[src/rtl/slow_dac_pwm_meas_if.sv]
// Signal bundle between the slow-DAC PWM measurement block and its client:
// enable/sync/PWM inputs and the per-window result outputs.
interface slow_dac_pwm_meas_if;
  logic        en_i;
  logic        sync_i;
  logic [3:0]  pwm_i;
  logic [11:0] sum_a_o;
  logic [11:0] sum_b_o;
  logic [11:0] sum_c_o;
  logic [11:0] sum_d_o;
  logic [7:0]  rise_a_o;
  logic [7:0]  rise_b_o;
  logic [7:0]  rise_c_o;
  logic [7:0]  rise_d_o;
  logic        valid_o;
  logic        aligned_o;
  logic        sync_err_o;

  modport slave (
    input  en_i, sync_i, pwm_i,
    output sum_a_o, sum_b_o, sum_c_o, sum_d_o,
    output rise_a_o, rise_b_o, rise_c_o, rise_d_o,
    output valid_o, aligned_o, sync_err_o
  );

  modport master (
    output en_i, sync_i, pwm_i,
    input  sum_a_o, sum_b_o, sum_c_o, sum_d_o,
    input  rise_a_o, rise_b_o, rise_c_o, rise_d_o,
    input  valid_o, aligned_o, sync_err_o
  );
endinterface

[src/rtl/slow_dac_pwm_meas.sv]
// Slow-DAC PWM measurement: per-channel high-cycle and rising-edge counts over a
// sync-aligned window of NFRM PWM frames.
//
// state     | meaning
// ----------+-----------------------------------------------------------
// IDLE      | disabled; accumulators and position held at zero
// WAIT_SYNC | enabled, waiting for the generator sync pulse
// DELAY     | counting down from sync to the first window sample
// RUN       | accumulating; window wraps every NFRM*PWM_FULL cycles
module slow_dac_pwm_meas #(
  parameter int PWM_FULL    = 156,
  parameter int NFRM        = 16,
  parameter int SYNC_DLY    = 5,
  parameter int SYNC_STAGES = 2
) (
  input  logic                 dac_2clk_i,
  input  logic                 dac_rst_i,
  slow_dac_pwm_meas_if.slave   bus
);

  localparam int W     = NFRM * PWM_FULL;
  localparam int POS_W = 12;
  localparam int DLY_W = $clog2(PWM_FULL);
  localparam logic [POS_W-1:0] POS_LAST = POS_W'(W - 1);
  localparam logic [POS_W-1:0] POS_SYNC = POS_W'(W - SYNC_DLY);

  typedef enum logic [1:0] {IDLE, WAIT_SYNC, DELAY, RUN} state_t;

  state_t             r_state;
  state_t             w_next;
  logic [3:0]         r_sync [SYNC_STAGES];
  logic [3:0]         r_s_d;
  logic [3:0]         w_s;
  logic [3:0]         w_edge;
  logic [POS_W-1:0]   r_pos;
  logic [DLY_W-1:0]   r_dly;
  logic [11:0]        r_acc  [4];
  logic [7:0]         r_rcnt [4];
  logic [11:0]        r_sum  [4];
  logic [7:0]         r_rise [4];
  logic               r_valid;
  logic               r_err;
  logic               w_start;
  logic               w_clr;
  logic               w_acc_en;
  logic               w_commit;
  logic               w_err_set;
  logic               w_dly_dec;

  assign w_s    = r_sync[SYNC_STAGES-1];
  assign w_edge = w_s & ~r_s_d;

  function automatic logic [7:0] sat_inc(input logic [7:0] c, input logic e);
    return (e && (c != 8'hFF)) ? c + 8'd1 : c;
  endfunction

  always_ff @(posedge dac_2clk_i or posedge dac_rst_i) begin
    if (dac_rst_i) r_state <= IDLE;
    else           r_state <= w_next;
  end

  // r_dly holds the number of DELAY cycles left, including the current one.
  always_comb begin
    w_next    = r_state;
    w_start   = 1'b0;
    w_clr     = 1'b0;
    w_acc_en  = 1'b0;
    w_commit  = 1'b0;
    w_err_set = 1'b0;
    w_dly_dec = 1'b0;
    if (!bus.en_i) begin
      w_next = IDLE;
      w_clr  = 1'b1;
    end else begin
      case (r_state)
        IDLE: begin
          w_clr  = 1'b1;
          w_next = WAIT_SYNC;
        end
        WAIT_SYNC: begin
          if (bus.sync_i) w_start = 1'b1;
        end
        DELAY: begin
          if (bus.sync_i)                   w_start = 1'b1;
          else if (r_dly <= DLY_W'(1))      w_next  = RUN;
          else                              w_dly_dec = 1'b1;
        end
        RUN: begin
          if (bus.sync_i && (r_pos != POS_SYNC)) begin
            w_err_set = 1'b1;
            w_start   = 1'b1;
            w_clr     = 1'b1;
          end else if (r_pos == POS_LAST) begin
            w_commit = 1'b1;
            w_clr    = 1'b1;
          end else begin
            w_acc_en = 1'b1;
          end
        end
        default: w_next = IDLE;
      endcase
      if (w_start) w_next = (SYNC_DLY == 1) ? RUN : DELAY;
    end
  end

  always_ff @(posedge dac_2clk_i or posedge dac_rst_i) begin
    if (dac_rst_i) begin
      for (int i = 0; i < SYNC_STAGES; i++) r_sync[i] <= '0;
      r_s_d   <= '0;
      r_pos   <= '0;
      r_dly   <= '0;
      r_valid <= 1'b0;
      r_err   <= 1'b0;
      for (int ch = 0; ch < 4; ch++) begin
        r_acc[ch]  <= '0;
        r_rcnt[ch] <= '0;
        r_sum[ch]  <= '0;
        r_rise[ch] <= '0;
      end
    end else begin
      r_sync[0] <= bus.pwm_i;
      for (int i = 1; i < SYNC_STAGES; i++) r_sync[i] <= r_sync[i-1];
      r_s_d   <= w_s;
      r_valid <= w_commit;
      if (w_err_set) r_err <= 1'b1;

      if (w_start)        r_dly <= DLY_W'(SYNC_DLY - 1);
      else if (w_dly_dec) r_dly <= r_dly - DLY_W'(1);

      if (w_clr) begin
        r_pos <= '0;
        for (int ch = 0; ch < 4; ch++) begin
          r_acc[ch]  <= '0;
          r_rcnt[ch] <= '0;
        end
      end else if (w_acc_en) begin
        r_pos <= r_pos + POS_W'(1);
        for (int ch = 0; ch < 4; ch++) begin
          r_acc[ch]  <= r_acc[ch] + {11'b0, w_s[ch]};
          r_rcnt[ch] <= sat_inc(r_rcnt[ch], w_edge[ch]);
        end
      end

      // The last window sample is folded in on the way to the outputs.
      if (w_commit) begin
        for (int ch = 0; ch < 4; ch++) begin
          r_sum[ch]  <= r_acc[ch] + {11'b0, w_s[ch]};
          r_rise[ch] <= sat_inc(r_rcnt[ch], w_edge[ch]);
        end
      end
    end
  end

  assign bus.sum_a_o    = r_sum[0];
  assign bus.sum_b_o    = r_sum[1];
  assign bus.sum_c_o    = r_sum[2];
  assign bus.sum_d_o    = r_sum[3];
  assign bus.rise_a_o   = r_rise[0];
  assign bus.rise_b_o   = r_rise[1];
  assign bus.rise_c_o   = r_rise[2];
  assign bus.rise_d_o   = r_rise[3];
  assign bus.valid_o    = r_valid;
  assign bus.aligned_o  = (r_state == RUN);
  assign bus.sync_err_o = r_err;

endmodule

[src/flat_wrapper.sv]
// flat-port wrapper written by rule: the top's interface ports become plain ports
module slow_dac_pwm_meas_flat 
#(
  parameter int PWM_FULL    = 156,
  parameter int NFRM        = 16,
  parameter int SYNC_DLY    = 5,
  parameter int SYNC_STAGES = 2
)
  (dac_2clk_i, dac_rst_i, bus_en_i, bus_sync_i, bus_pwm_i, bus_sum_a_o, bus_sum_b_o, bus_sum_c_o, bus_sum_d_o, bus_rise_a_o, bus_rise_b_o, bus_rise_c_o, bus_rise_d_o, bus_valid_o, bus_aligned_o, bus_sync_err_o);
  slow_dac_pwm_meas_if bus_i ();
  input  logic dac_2clk_i;
  input  logic dac_rst_i;
  input wire logic [$bits(bus_i.en_i)-1:0] bus_en_i;
  input wire logic [$bits(bus_i.sync_i)-1:0] bus_sync_i;
  input wire logic [$bits(bus_i.pwm_i)-1:0] bus_pwm_i;
  output wire logic [$bits(bus_i.sum_a_o)-1:0] bus_sum_a_o;
  output wire logic [$bits(bus_i.sum_b_o)-1:0] bus_sum_b_o;
  output wire logic [$bits(bus_i.sum_c_o)-1:0] bus_sum_c_o;
  output wire logic [$bits(bus_i.sum_d_o)-1:0] bus_sum_d_o;
  output wire logic [$bits(bus_i.rise_a_o)-1:0] bus_rise_a_o;
  output wire logic [$bits(bus_i.rise_b_o)-1:0] bus_rise_b_o;
  output wire logic [$bits(bus_i.rise_c_o)-1:0] bus_rise_c_o;
  output wire logic [$bits(bus_i.rise_d_o)-1:0] bus_rise_d_o;
  output wire logic [$bits(bus_i.valid_o)-1:0] bus_valid_o;
  output wire logic [$bits(bus_i.aligned_o)-1:0] bus_aligned_o;
  output wire logic [$bits(bus_i.sync_err_o)-1:0] bus_sync_err_o;
  assign bus_i.en_i = bus_en_i;
  assign bus_i.sync_i = bus_sync_i;
  assign bus_i.pwm_i = bus_pwm_i;
  assign bus_sum_a_o = bus_i.sum_a_o;
  assign bus_sum_b_o = bus_i.sum_b_o;
  assign bus_sum_c_o = bus_i.sum_c_o;
  assign bus_sum_d_o = bus_i.sum_d_o;
  assign bus_rise_a_o = bus_i.rise_a_o;
  assign bus_rise_b_o = bus_i.rise_b_o;
  assign bus_rise_c_o = bus_i.rise_c_o;
  assign bus_rise_d_o = bus_i.rise_d_o;
  assign bus_valid_o = bus_i.valid_o;
  assign bus_aligned_o = bus_i.aligned_o;
  assign bus_sync_err_o = bus_i.sync_err_o;
  slow_dac_pwm_meas #(.PWM_FULL(PWM_FULL), .NFRM(NFRM), .SYNC_DLY(SYNC_DLY), .SYNC_STAGES(SYNC_STAGES)) u_core (.dac_2clk_i(dac_2clk_i), .dac_rst_i(dac_rst_i), .bus(bus_i));
endmodule
[config.mk]
export PLATFORM = sky130hd
export DESIGN_NAME = slow_dac_pwm_meas_flat
export DESIGN_NICKNAME = d
export VERILOG_FILES = /design/src/rtl/slow_dac_pwm_meas_if.sv /design/src/rtl/slow_dac_pwm_meas.sv /design/src/flat_wrapper.sv
export SDC_FILE = /design/constraint.sdc
export NUM_CORES = 1
export LEC_CHECK = 0
export ABC_AREA = 1
export CAP_MARGIN = 20
export CORE_AREA = 5 5 150 152
export DETAILED_ROUTE_END_ITERATION = 8
export DIE_AREA = 0 0 155 157
export PLACE_DENSITY = 0.68
export SYNTH_ARGS = -nofsm -noshare
export SYNTH_HDL_FRONTEND = slang
export SYNTH_SLANG_ARGS = --single-unit
[constraint.sdc]
create_clock -name dac_2clk_i -period 18.75 [get_ports dac_2clk_i]
set_clock_uncertainty 0.2 [all_clocks]
set_input_delay 5.625 -clock dac_2clk_i [delete_from_list [all_inputs] [get_ports dac_2clk_i]]
set_output_delay 5.625 -clock dac_2clk_i [all_outputs]
set_load 0.01 [all_outputs]
==> results.py, run 1 <==
metrics = {
    "worst_setup_path": {
        "endpoint_kind": "register",
        "arrival_ps": 8250,
        "cp-start-kind": "input pin",
        "worst-setup-path-type": "input pin to register",
        "crit_path_max_fanout": 90,
        "required_ps": 18840,
    },
    "grt": {
        "grt_max_degree": 143,
        "grtUsageMet3_pct": 3.41,
        "grt_pass1_vias": 7519,
        "use_met1_pct": 24.6,
        "grt_usage_pct": 17.9,
        "gr-total-overflow": 0,
        "grt_pass1_wl_um": 36100,
        "gr-usage-met2_pct": 29.2,
        "busiest_layer": "met2",
        "grt_antenna_before_repair": 0,
    },
    "synth": {
        "yosys_warnings": 0,
        "synth-simple-area-share_pct": 25.6,
        "netlist_top_cells_area": "dfrtp_1, nand2_1, inv_1, xor2_1, o21ai_0",
        "synth_compound_area_share_pct": 7.15,
        "netlist_area_sq_um": 9930,
        "synth_top_area_share_pct": 49.4,
        "synth.net_count": 1297,
        "ys_seq_area_share_pct": 49.4,
        "ys_types": 31,
        "muxShareOfSynthArea_pct": 0,
        "syn_area_per_cell_sq_um": 7.82,
        "synth_top_area_cell": "dfrtp_1",
        "synth-adder-area-share_pct": 2.27,
        "ys_ff_latch": 196,
        "syn_inst": 1271,
        "synth_xor_area_share_pct": 6.79,
        "synth_top_family_by_area": "simple AND/OR/NAND/NOR gates",
    },
    "detailed_routing": {
        "ant_nets": 0,
        "first_pass_iters": 5,
        "drt_iter0_drc": 431,
        "vias": 7804,
        "drt-total-wl_um": 20700,
        "vias_per_cell": 4.79,
        "post_drt_wl_per_cell_um": 12.7,
        "drc": 0,
    },
    "timing": {
        "fin_crit_sh_pct": 43.5,
        "setup_viol": 0,
        "timing.fmax_mhz": 122,
        "tns_ps": 0,
        "min_period_ps": 8160,
        "slew_headroom_pct": 34.7,
        "worst_pin_slew_ps": 980,
        "hold_violations": 0,
        "final-max-slew-violation-count": 0,
        "rsz0062_at_grt": "no",
    },
    "cells_and_area": {
        "final_cell_mix": "nand2_1, dfrtp_1, inv_1",
        "fin_nets": 1368,
        "fillers": 1955,
        "fin_util_pct": 55.6,
        "syn_to_final_growth_pct": 17.0,
        "final_common_cell": "nand2_1",
        "drive_above_1_share_pct": 3.84,
        "antennaDiodeCount": 0,
    },
    "power": {
        "power.leakage_nw": 6.05,
        "p_per_area_nw_per_um2": 88.7,
        "power_mw": 1.03,
        "peakVddDrop_v": 0.000126,
    },
    "clock_network": {
        "insertion_delay_ps": 430,
        "clock-sinks": 196,
        "cts_tree": "yes",
        "clk_pin_slew_ps": 70,
        "post_cts_resized": 0,
        "clockBufferDepth": 2,
        "cts_buffers": 17,
        "htreeDepth": 4,
        "post-cts-setup-buffer-count": 0,
        "cts_root_buf": "clkbuf_16",
        "postCtsHoldBufs": 0,
    },
    "floorplanning": {
        "die_y_um": 157,
        "design.core.area_sq_um": 20900,
        "initial_utilization_pct": 47.6,
        "die_area_sq_um": 24300,
        "ios": 91,
        "rows": 53,
        "die_w_um": 155,
    },
    "run": {
        "max-cap-violations": 0,
    },
    "status": {
        "outcome": "finished clean",
    },
    "place": {
        "portBuffers": 90,
        "gp_congestion": 0.848,
        "hpwl_um": 13400,
    },
    "worst_hold_path": {
        "min_path_type": "register to register",
    },
}
critical path, cell delays in order:
cell and delay (ps):
clkdlybuf4s50_1 490, inv_1 120, nor3_2 150, and2_2 140
buf_4 420, clkinv_2 450, buf_4 530, nand2_1 170
o21ai_1 80
worst paths after layout:
kind | cells after the start | from | slack, ps | end
max in group asynchronous | 4 | dac_rst_i | 11480 | u_core.bus.sync_err_o$_DFFE_PP0P_
max reg2reg | 11 | u_core.r_pos[0]$_DFFE_PP0P_ | 15370 | u_core.bus.sum_a_o[6]$_DFFE_PP0P_
min reg2reg | 0 | u_core.r_sync[6]$_DFF_PP0_ | 150 | u_core.w_s[2]$_DFF_PP0_
min | 0 | u_core.r_sync[6]$_DFF_PP0_ | 150 | u_core.w_s[2]$_DFF_PP0_
max | 9 | bus_en_i | 10590 | u_core.bus.sum_a_o[6]$_DFFE_PP0P_
min in group asynchronous | 2 | dac_rst_i | 5410 | u_core.bus.sum_d_o[3]$_DFFE_PP0P_
kinds of logic (layout without fill, tap and decap cells):
kind of cell	count (synthesis)	in the layout
compound gates	134	134
xor+xnor	77	77
fa+ha+maj	18	18
buf+inv	214	298
flops	196	196
simple gates	632	632
sequential cells by signal, summed over array words and instances, names as in the netlist, 2 cells and up:
register and flops:
u_core.bus.rise_a_o 8, u_core.r_s_d 4, u_core.bus.sum_b_o 12, u_core.bus.sum_c_o 12, u_core.r_dly 8, u_core.bus.rise_d_o 8
u_core.bus.rise_c_o 8, u_core.r_acc 48, u_core.r_pos 12, u_core.r_sync 4, u_core.r_state 2, u_core.bus.sum_a_o 12
u_core.r_rcnt 32, u_core.w_s 4, u_core.bus.sum_d_o 12, u_core.bus.rise_b_o 8
synthesized netlist by cell type:
cell	number
o21ai_1	32
o21ai_0	83
a21oi_1	3
nor2_1	102
inv_1	163
nand3b_1	3
nand4_1	12
xor2_1	63
xnor2_1	14
buf_2	35
nor2_2	1
nand3_4	1
clkbuf_1	6
nand2_1	443
buf_4	1
nand3_2	1
nand3_1	45
nor3_2	1
o211ai_1	15
ha_1	18
dfrtp_1	196
nor3_4	1
buf_6	3
clkinv_1	2
inv_2	4
or2_2	1
and2_1	1
nand2_2	3
nor4_1	1
o21bai_1	1
nor3_1	16
report_power, final:
part | internal [mW] | switching, mW | leakage (nW)
clock network | 0.199 | 0.161 | 0.284
registers | 0.452 | 0.0263 | 2.61
logic | 0.0615 | 0.131 | 3.15
metrics by stage:
| step | std cells | area [sq um] | hold slack [ps] | setup slack [ps] |
|---|---|---|---|---|
| floorplan | 1271 | 9930 | 131 | 7580 |
| CTS | 1628 | 11600 | 152 | 10580 |
| detailed placement | 1596 | 11000 | 137 | 10140 |
| finish | 1630 | 11600 | 150 | 10590 |
| global placement | 1596 | 11000 | 133 | 10250 |
| global route | 1630 | 11600 | 162 | 10340 |
metal layers:
metal	routed length (um)	vias up
met5	0	-
met4	305	0
met3	897	16
li1	-	4053
met2	9560	114
met1	9980	3621
final cells by class:
cell class	count	area, sq um	area share, %
Sequential cell	196	4900	42.2
Multi-Input combinational cell	861	4160	35.8
Timing Repair Buffer	97	986	8.49
Inverter	169	643	5.54
Clock buffer	23	488	4.20
Tap cell	275	344	2.96
Clock inverter	9	95.1	0.818
Note: power is estimated with default switching activity, not from simulation.
==> run 2: changes to the inputs <==
Settings changed: PLACE_DENSITY 0.68 to 0.71.
Clock period 18.75 ns to 7.3 ns, I/O delays scaled along.
==> run 2 against run 1 <==
Compared with the run above: clock-buffer cell count down 3; die area stayed put; critical path type unchanged; utilization is essentially flat; non-clock buffer count shrank 1; first-iteration DRC count is 23% higher; largest cell class unchanged; cell area barely moved; critical endpoint is now u_core.bus.sum_c_o[7]$_DFFE_PP0P_; total power rose to 2.6 times the previous value; critical path depth fell by 1; clock power rose to 2.7 times the previous value; sequential power grew to 2.6 times the previous value; largest power group unchanged.
==> results.py, run 2 (synthesis gave the netlist of run 1 again) <==
metrics = {
    "clock_network": {
        "post_cts_resized": 0,
        "insertion_delay_ps": 440,
        "clk_pin_slew_ps": 60,
        "clock-sinks": 196,
        "cts_root_buf": "clkbuf_16",
        "cts_buffers": 17,
        "htreeDepth": 4,
        "post-cts-setup-buffer-count": 0,
        "cts_tree": "yes",
        "clockBufferDepth": 2,
        "postCtsHoldBufs": 0,
    },
    "worst_setup_path": {
        "crit_path_max_fanout": 82,
        "ff2ff_path_depth": 10,
        "endpoint_kind": "register",
        "required_ps": 7380,
        "cpPeakStageDelay_ps": 820,
        "cp-start-kind": "input pin",
        "critPathSlowestCell": "and2_2",
        "cp_num_buf_inv": 4,
        "critical-path-top-delay-family": "buffers and inverters",
        "worstPathCellList": "clkdlybuf4s50_1, inv_1, nor3_2, and2_2, clkinv_2, buf_4, nand2_1, o21ai_0",
        "worst-setup-path-type": "input pin to register",
        "cp.depth": 8,
        "arrival_ps": 5390,
    },
    "timing": {
        "fin_crit_sh_pct": 72.8,
        "rsz0062_at_grt": "no",
        "final-max-slew-violation-count": 0,
        "slew_headroom_pct": 33.6,
        "timing.fmax_mhz": 188,
        "tns_ps": 0,
        "hold_violations": 0,
        "worst_pin_slew_ps": 997,
        "min_period_ps": 5310,
        "setup_viol": 0,
    },
    "grt": {
        "grt_antenna_before_repair": 0,
        "grtUsageMet3_pct": 2.89,
        "grt_pass1_vias": 7516,
        "grt_usage_pct": 17.9,
        "grt_max_degree": 144,
        "gr-total-overflow": 0,
        "use_met1_pct": 24.4,
        "gr-usage-met2_pct": 29.6,
        "grt_pass1_wl_um": 36200,
        "busiest_layer": "met2",
    },
    "power": {
        "cell_internal_pwr_mw": 1.88,
        "power.leakage_nw": 6.03,
        "p_switching_uw": 810,
        "combPwrFrac_pct": 18.4,
        "p_seq_share_pct": 45.7,
        "p_sw_share_pct": 30.1,
        "peakVddDrop_v": 0.000232,
        "p_per_area_nw_per_um2": 231,
        "p_clk_share_pct": 35.8,
    },
    "detailed_routing": {
        "vias_per_cell": 4.84,
        "drt_iter0_drc": 531,
        "ant_nets": 0,
        "drc": 0,
        "first_pass_iters": 5,
        "post_drt_wl_per_cell_um": 12.8,
        "vias": 7885,
        "drt-total-wl_um": 20900,
    },
    "cells_and_area": {
        "fin_nets": 1367,
        "fillers": 1993,
        "syn_to_final_growth_pct": 16.9,
        "reg_top3": "u_core.r_acc x48, u_core.r_rcnt x32",
        "final_common_cell": "nand2_1",
        "largest_register_ffs": 48,
        "stdcell_count": 1629,
        "antennaDiodeCount": 0,
        "drive_above_1_share_pct": 3.84,
        "final_cell_mix": "nand2_1, dfrtp_1, inv_1",
        "regMostFlops": "u_core.r_acc",
    },
    "place": {
        "hpwl_um": 13800,
        "gp_congestion": 0.844,
        "portBuffers": 90,
        "dp.cells": 1597,
    },
    "floorplanning": {
        "initial_utilization_pct": 47.6,
        "ios": 91,
        "die_y_um": 157,
        "die_w_um": 155,
        "rows": 53,
        "design.core.area_sq_um": 20900,
        "die_area_sq_um": 24300,
    },
    "status": {
        "outcome": "finished clean",
    },
    "worst_hold_path": {
        "hold_depth": 0,
        "min_path_type": "register to register",
    },
    "run": {
        "max-cap-violations": 0,
    },
}
## run 2: changes by cell type in the layout (fill, tap and decap cells not counted), sizes merged
cell / previous run / this run
clkinv: 9 / 8
clkinvlp: 1 / 4
bufinv: 1 / 3
buf: 7 / 6
inv: 167 / 166
clkbuf: 23 / 20
## run 2: worst reg2reg max path, delay by kind of cell, from the launching register on
kind            cells  cell delay, ps
fa+ha+maj           1             210
simple gates        5            1440
compound gates      1              90
flops               1             430
buf+inv             3            1440
## run 2: metrics by stage
stage | total power, mW | utilization, % | setup slack [ps] | instance area, sq um | hold WS [ps]
floorplan | 1.61 | - | 2380 | 9940 | 131
global placement | 1.74 | 52.7 | 1730 | 11000 | 133
finish | 2.69 | 55.6 | 1990 | 11600 | 153
global route | 2.84 | 55.6 | 1670 | 11600 | 171
CTS | 2.72 | 55.6 | 1990 | 11600 | 154
detailed placement | 1.75 | 52.7 | 1530 | 11000 | 139
## run 2: layout make-up
cell class,instances,area [sq um],area share (%)
clock buffers,20,457,3.93
well taps,275,344,2.96
repair buffers,96,958,8.25
clock inverters,12,154,1.33
inverters,169,639,5.50
flip-flops and latches,196,4900,42.2
multi-input cells,861,4160,35.8
## run 2: power by group through the flow
stage | Clock (mW) | Combinational (mW) | Sequential, mW
final | 0.963 | 0.495 | 1.23
after global routing | 1.03 | 0.569 | 1.24
after CTS | 0.986 | 0.504 | 1.23
after detailed placement | 0 | 0.501 | 1.25
after global placement | 0 | 0.492 | 1.25
after floorplan | 0 | 0.375 | 1.24
## run 2: path summary, 6_finish.rpt
check	startpoint	endpoint	slack, ps
setup / recovery	bus_en_i	u_core.bus.sum_c_o[7]$_DFFE_PP0P_	1990
hold / removal	u_core.r_sync[6]$_DFF_PP0_	u_core.w_s[2]$_DFF_PP0_	150
setup reg to reg	u_core.r_pos[0]$_DFFE_PP0P_	u_core.bus.sum_c_o[7]$_DFFE_PP0P_	3330
hold reg to reg	u_core.r_sync[6]$_DFF_PP0_	u_core.w_s[2]$_DFF_PP0_	150
max in group asynchronous	dac_rst_i	u_core.bus.rise_c_o[3]$_DFFE_PP0P_	3680
min in group asynchronous	dac_rst_i	u_core.bus.sum_d_o[2]$_DFFE_PP0P_	2080
## run 2: per-layer routing
metal  share of wire (%)  vias up  wire length (um)
met1                  48     3692             10000
met2                  47      121              9910
met3                 3.1       26               651
met4                 1.5        0               316
met5                   0        -                 0
li1                    -     4046                 -
==> run 3: changes to the inputs <==
Settings changed: PLACE_DENSITY 0.71 to 0.68.
Clock period 7.3 ns to 5.53 ns, I/O delays scaled along.
==> run 3 against run 2 <==
Compared with the run above: first-iteration DRC count shrank 31%; register-to-register slack lost 530 ps; clock-buffer cell count is the same; highest routed layer unchanged; sequential power grew 32%; clock power grew 33%; die area is the same; critical endpoint is now u_core.r_acc[22]$_DFFE_PP0P_; combinational power grew 35%; final cell count grew 0.25%.
==> results.py, run 3 (synthesis gave the netlist of run 1 again) <==
metrics = {
    "detailed_routing": {
        "wl_met1_um": 10100,
        "first_pass_iters": 5,
        "drt-total-wl_um": 20800,
        "wl_met2_um": 9810,
        "maxUsedRoutingLayer": "met4",
        "drc": 0,
        "drt_iter0_drc": 366,
        "ant_nets": 0,
        "post_drt_wl_per_cell_um": 12.8,
        "vias": 7904,
        "vias_per_cell": 4.84,
        "wl_met3_um": 656,
    },
    "timing": {
        "final-max-slew-violation-count": 0,
        "tns_ps": 0,
        "hold_violations": 0,
        "worst_pin_slew_ps": 898,
        "setup_slack_ps": 1950,
        "holdWs_ps": 150,
        "timing.fmax_mhz": 279,
        "rsz0062_at_grt": "no",
        "fin_crit_sh_pct": 64.8,
        "setup_viol": 0,
        "min_period_ps": 3580,
        "slew_headroom_pct": 40.0,
    },
    "worst_setup_path": {
        "critPathSlowestCell": "clkdlybuf4s50_1",
        "worst-setup-path-type": "input pin to register",
        "crit_path_max_fanout": 60,
        "cp-start-kind": "input pin",
        "critical-path-top-delay-family": "buffers and inverters",
        "cpPeakStageDelay_ps": 510,
        "arrival_ps": 3730,
        "cp_num_buf_inv": 3,
        "rrSetupSlack_ps": 2800,
        "endpoint_kind": "register",
        "required_ps": 5680,
        "ff2ff_path_depth": 12,
        "worstPathCellList": "clkdlybuf4s50_1, inv_1, nor2_1, nand2_1, nand2_2, buf_12, o21ai_0, nor2_1",
        "crit_top_cell": "nor2_1",
        "timing.rr.start": "u_core.r_pos[0]$_DFFE_PP0P_",
        "regToRegEndpoint": "u_core.r_acc[22]$_DFFE_PP0P_",
    },
    "cells_and_area": {
        "final_cell_mix": "nand2_1, dfrtp_1, inv_1",
        "finalInstanceArea_sq_um": 11700,
        "syn_to_final_growth_pct": 17.8,
        "fin_util_pct": 56.0,
        "reg_top3": "u_core.r_acc x48, u_core.r_rcnt x32",
        "final_common_cell": "nand2_1",
        "fin_nets": 1371,
        "largest_register_ffs": 48,
        "antennaDiodeCount": 0,
        "drive_above_1_share_pct": 4.12,
        "stdcell_count": 1633,
        "regMostFlops": "u_core.r_acc",
    },
    "place": {
        "pre_cts_ws_ps": 1520,
        "dp.cells": 1600,
        "portBuffers": 90,
        "hpwl_um": 13700,
        "placed_area_sq_um": 11100,
        "gp_congestion": 0.826,
    },
    "clock_network": {
        "cts_tree": "yes",
        "post-cts-setup-buffer-count": 0,
        "cts_buffers": 17,
        "cts_root_buf": "clkbuf_16",
        "clockBufferDepth": 2,
        "clock-sinks": 196,
        "htreeDepth": 4,
        "clk_pin_slew_ps": 70,
        "post_cts_resized": 0,
        "insertion_delay_ps": 430,
        "postCtsHoldBufs": 0,
    },
    "power": {
        "power_mw": 3.57,
        "p_per_area_nw_per_um2": 305,
        "p_sw_share_pct": 30.2,
        "p_switching_mw": 1.08,
        "cell_internal_pwr_mw": 2.49,
        "p_clk_share_pct": 35.8,
        "combPwrFrac_pct": 18.8,
        "peakVddDrop_v": 0.000242,
        "p_seq_share_pct": 45.4,
        "power.leakage_nw": 6.08,
    },
    "floorplanning": {
        "die_w_um": 155,
        "design.core.area_sq_um": 20900,
        "rows": 53,
        "die_area_sq_um": 24300,
        "die_y_um": 157,
        "ios": 91,
        "initial_utilization_pct": 47.6,
    },
    "grt": {
        "grt_pass1_wl_um": 36300,
        "grt_usage_pct": 18.0,
        "gr-total-overflow": 0,
        "grt_pass1_vias": 7548,
        "grt_max_degree": 119,
        "grt_antenna_before_repair": 0,
    },
    "worst_hold_path": {
        "min_path_type": "register to register",
        "hold_depth": 0,
        "min-delay-start": "u_core.r_sync[6]$_DFF_PP0_",
        "hold_path_end": "u_core.w_s[2]$_DFF_PP0_",
    },
    "run": {
        "max-cap-violations": 0,
    },
    "status": {
        "outcome": "finished clean",
    },
}
run 3: cell count changes in the layout (fill, tap and decap cells not counted):
| cell | before | now |
|---|---|---|
| inv_4 | 0 | 1 |
| buf_16 | 0 | 1 |
| buf_12 | 1 | 4 |
| clkinv_2 | 4 | 3 |
run 3: worst reg2reg max path: cells and delay by family (launching register included):
kind	cells	cell delay, ps
compound gates	1	190
simple gates	8	1180
flops	1	430
buf+inv	2	450
fa+ha+maj	1	220
run 3: how the worst max path moves through the flow:
stage / start / to / slack [ps] / cells after the start
floorplan: dac_rst_i / u_core.bus.rise_a_o[0]$_DFFE_PP0P_ / 1140 / 1
global placement: bus_en_i / u_core.r_rcnt[31]$_DFFE_PP0P_ / 1600 / 8
detailed placement: bus_sync_i / u_core.bus.sum_d_o[5]$_DFFE_PP0P_ / 1520 / 5
CTS: u_core.r_state[0]$_DFFE_PP0P_ / bus_aligned_o / 1920 / 2
global route: bus_en_i / u_core.r_rcnt[31]$_DFFE_PP0P_ / 1790 / 8
finish: bus_en_i / u_core.r_acc[22]$_DFFE_PP0P_ / 1950 / 8
run 3: power by group through the flow:
stage          registers (mW)  clock network (mW)  logic [mW]
6_report                 1.62                1.28       0.670
5_1_grt                  1.64                1.37       0.767
4_1_cts                  1.62                1.31       0.677
3_5_place_dp             1.64                   0       0.674
3_3_place_gp             1.64                   0       0.662
2_1_floorplan            1.63                   0       0.495
run 3: cell type report:
cell class                 instances  area [sq um]
sequential                       196          4900
tap                              275           344
timing repair buffer             100          1050
multi-input combinational        861          4160
fill                            1948          9190
inverter                         169           641
clock inverter                    12           154
clock buffer                      20           457
run 3: layer usage:
| metal | vias to the layer above | GRT usage [%] |
|---|---|---|
| li1 | 4073 | - |
| met1 | 3685 | 24.7 |
| met2 | 127 | 29.8 |
| met3 | 19 | 2.69 |
| met4 | 0 | 5.42 |
| met5 | - | 0 |
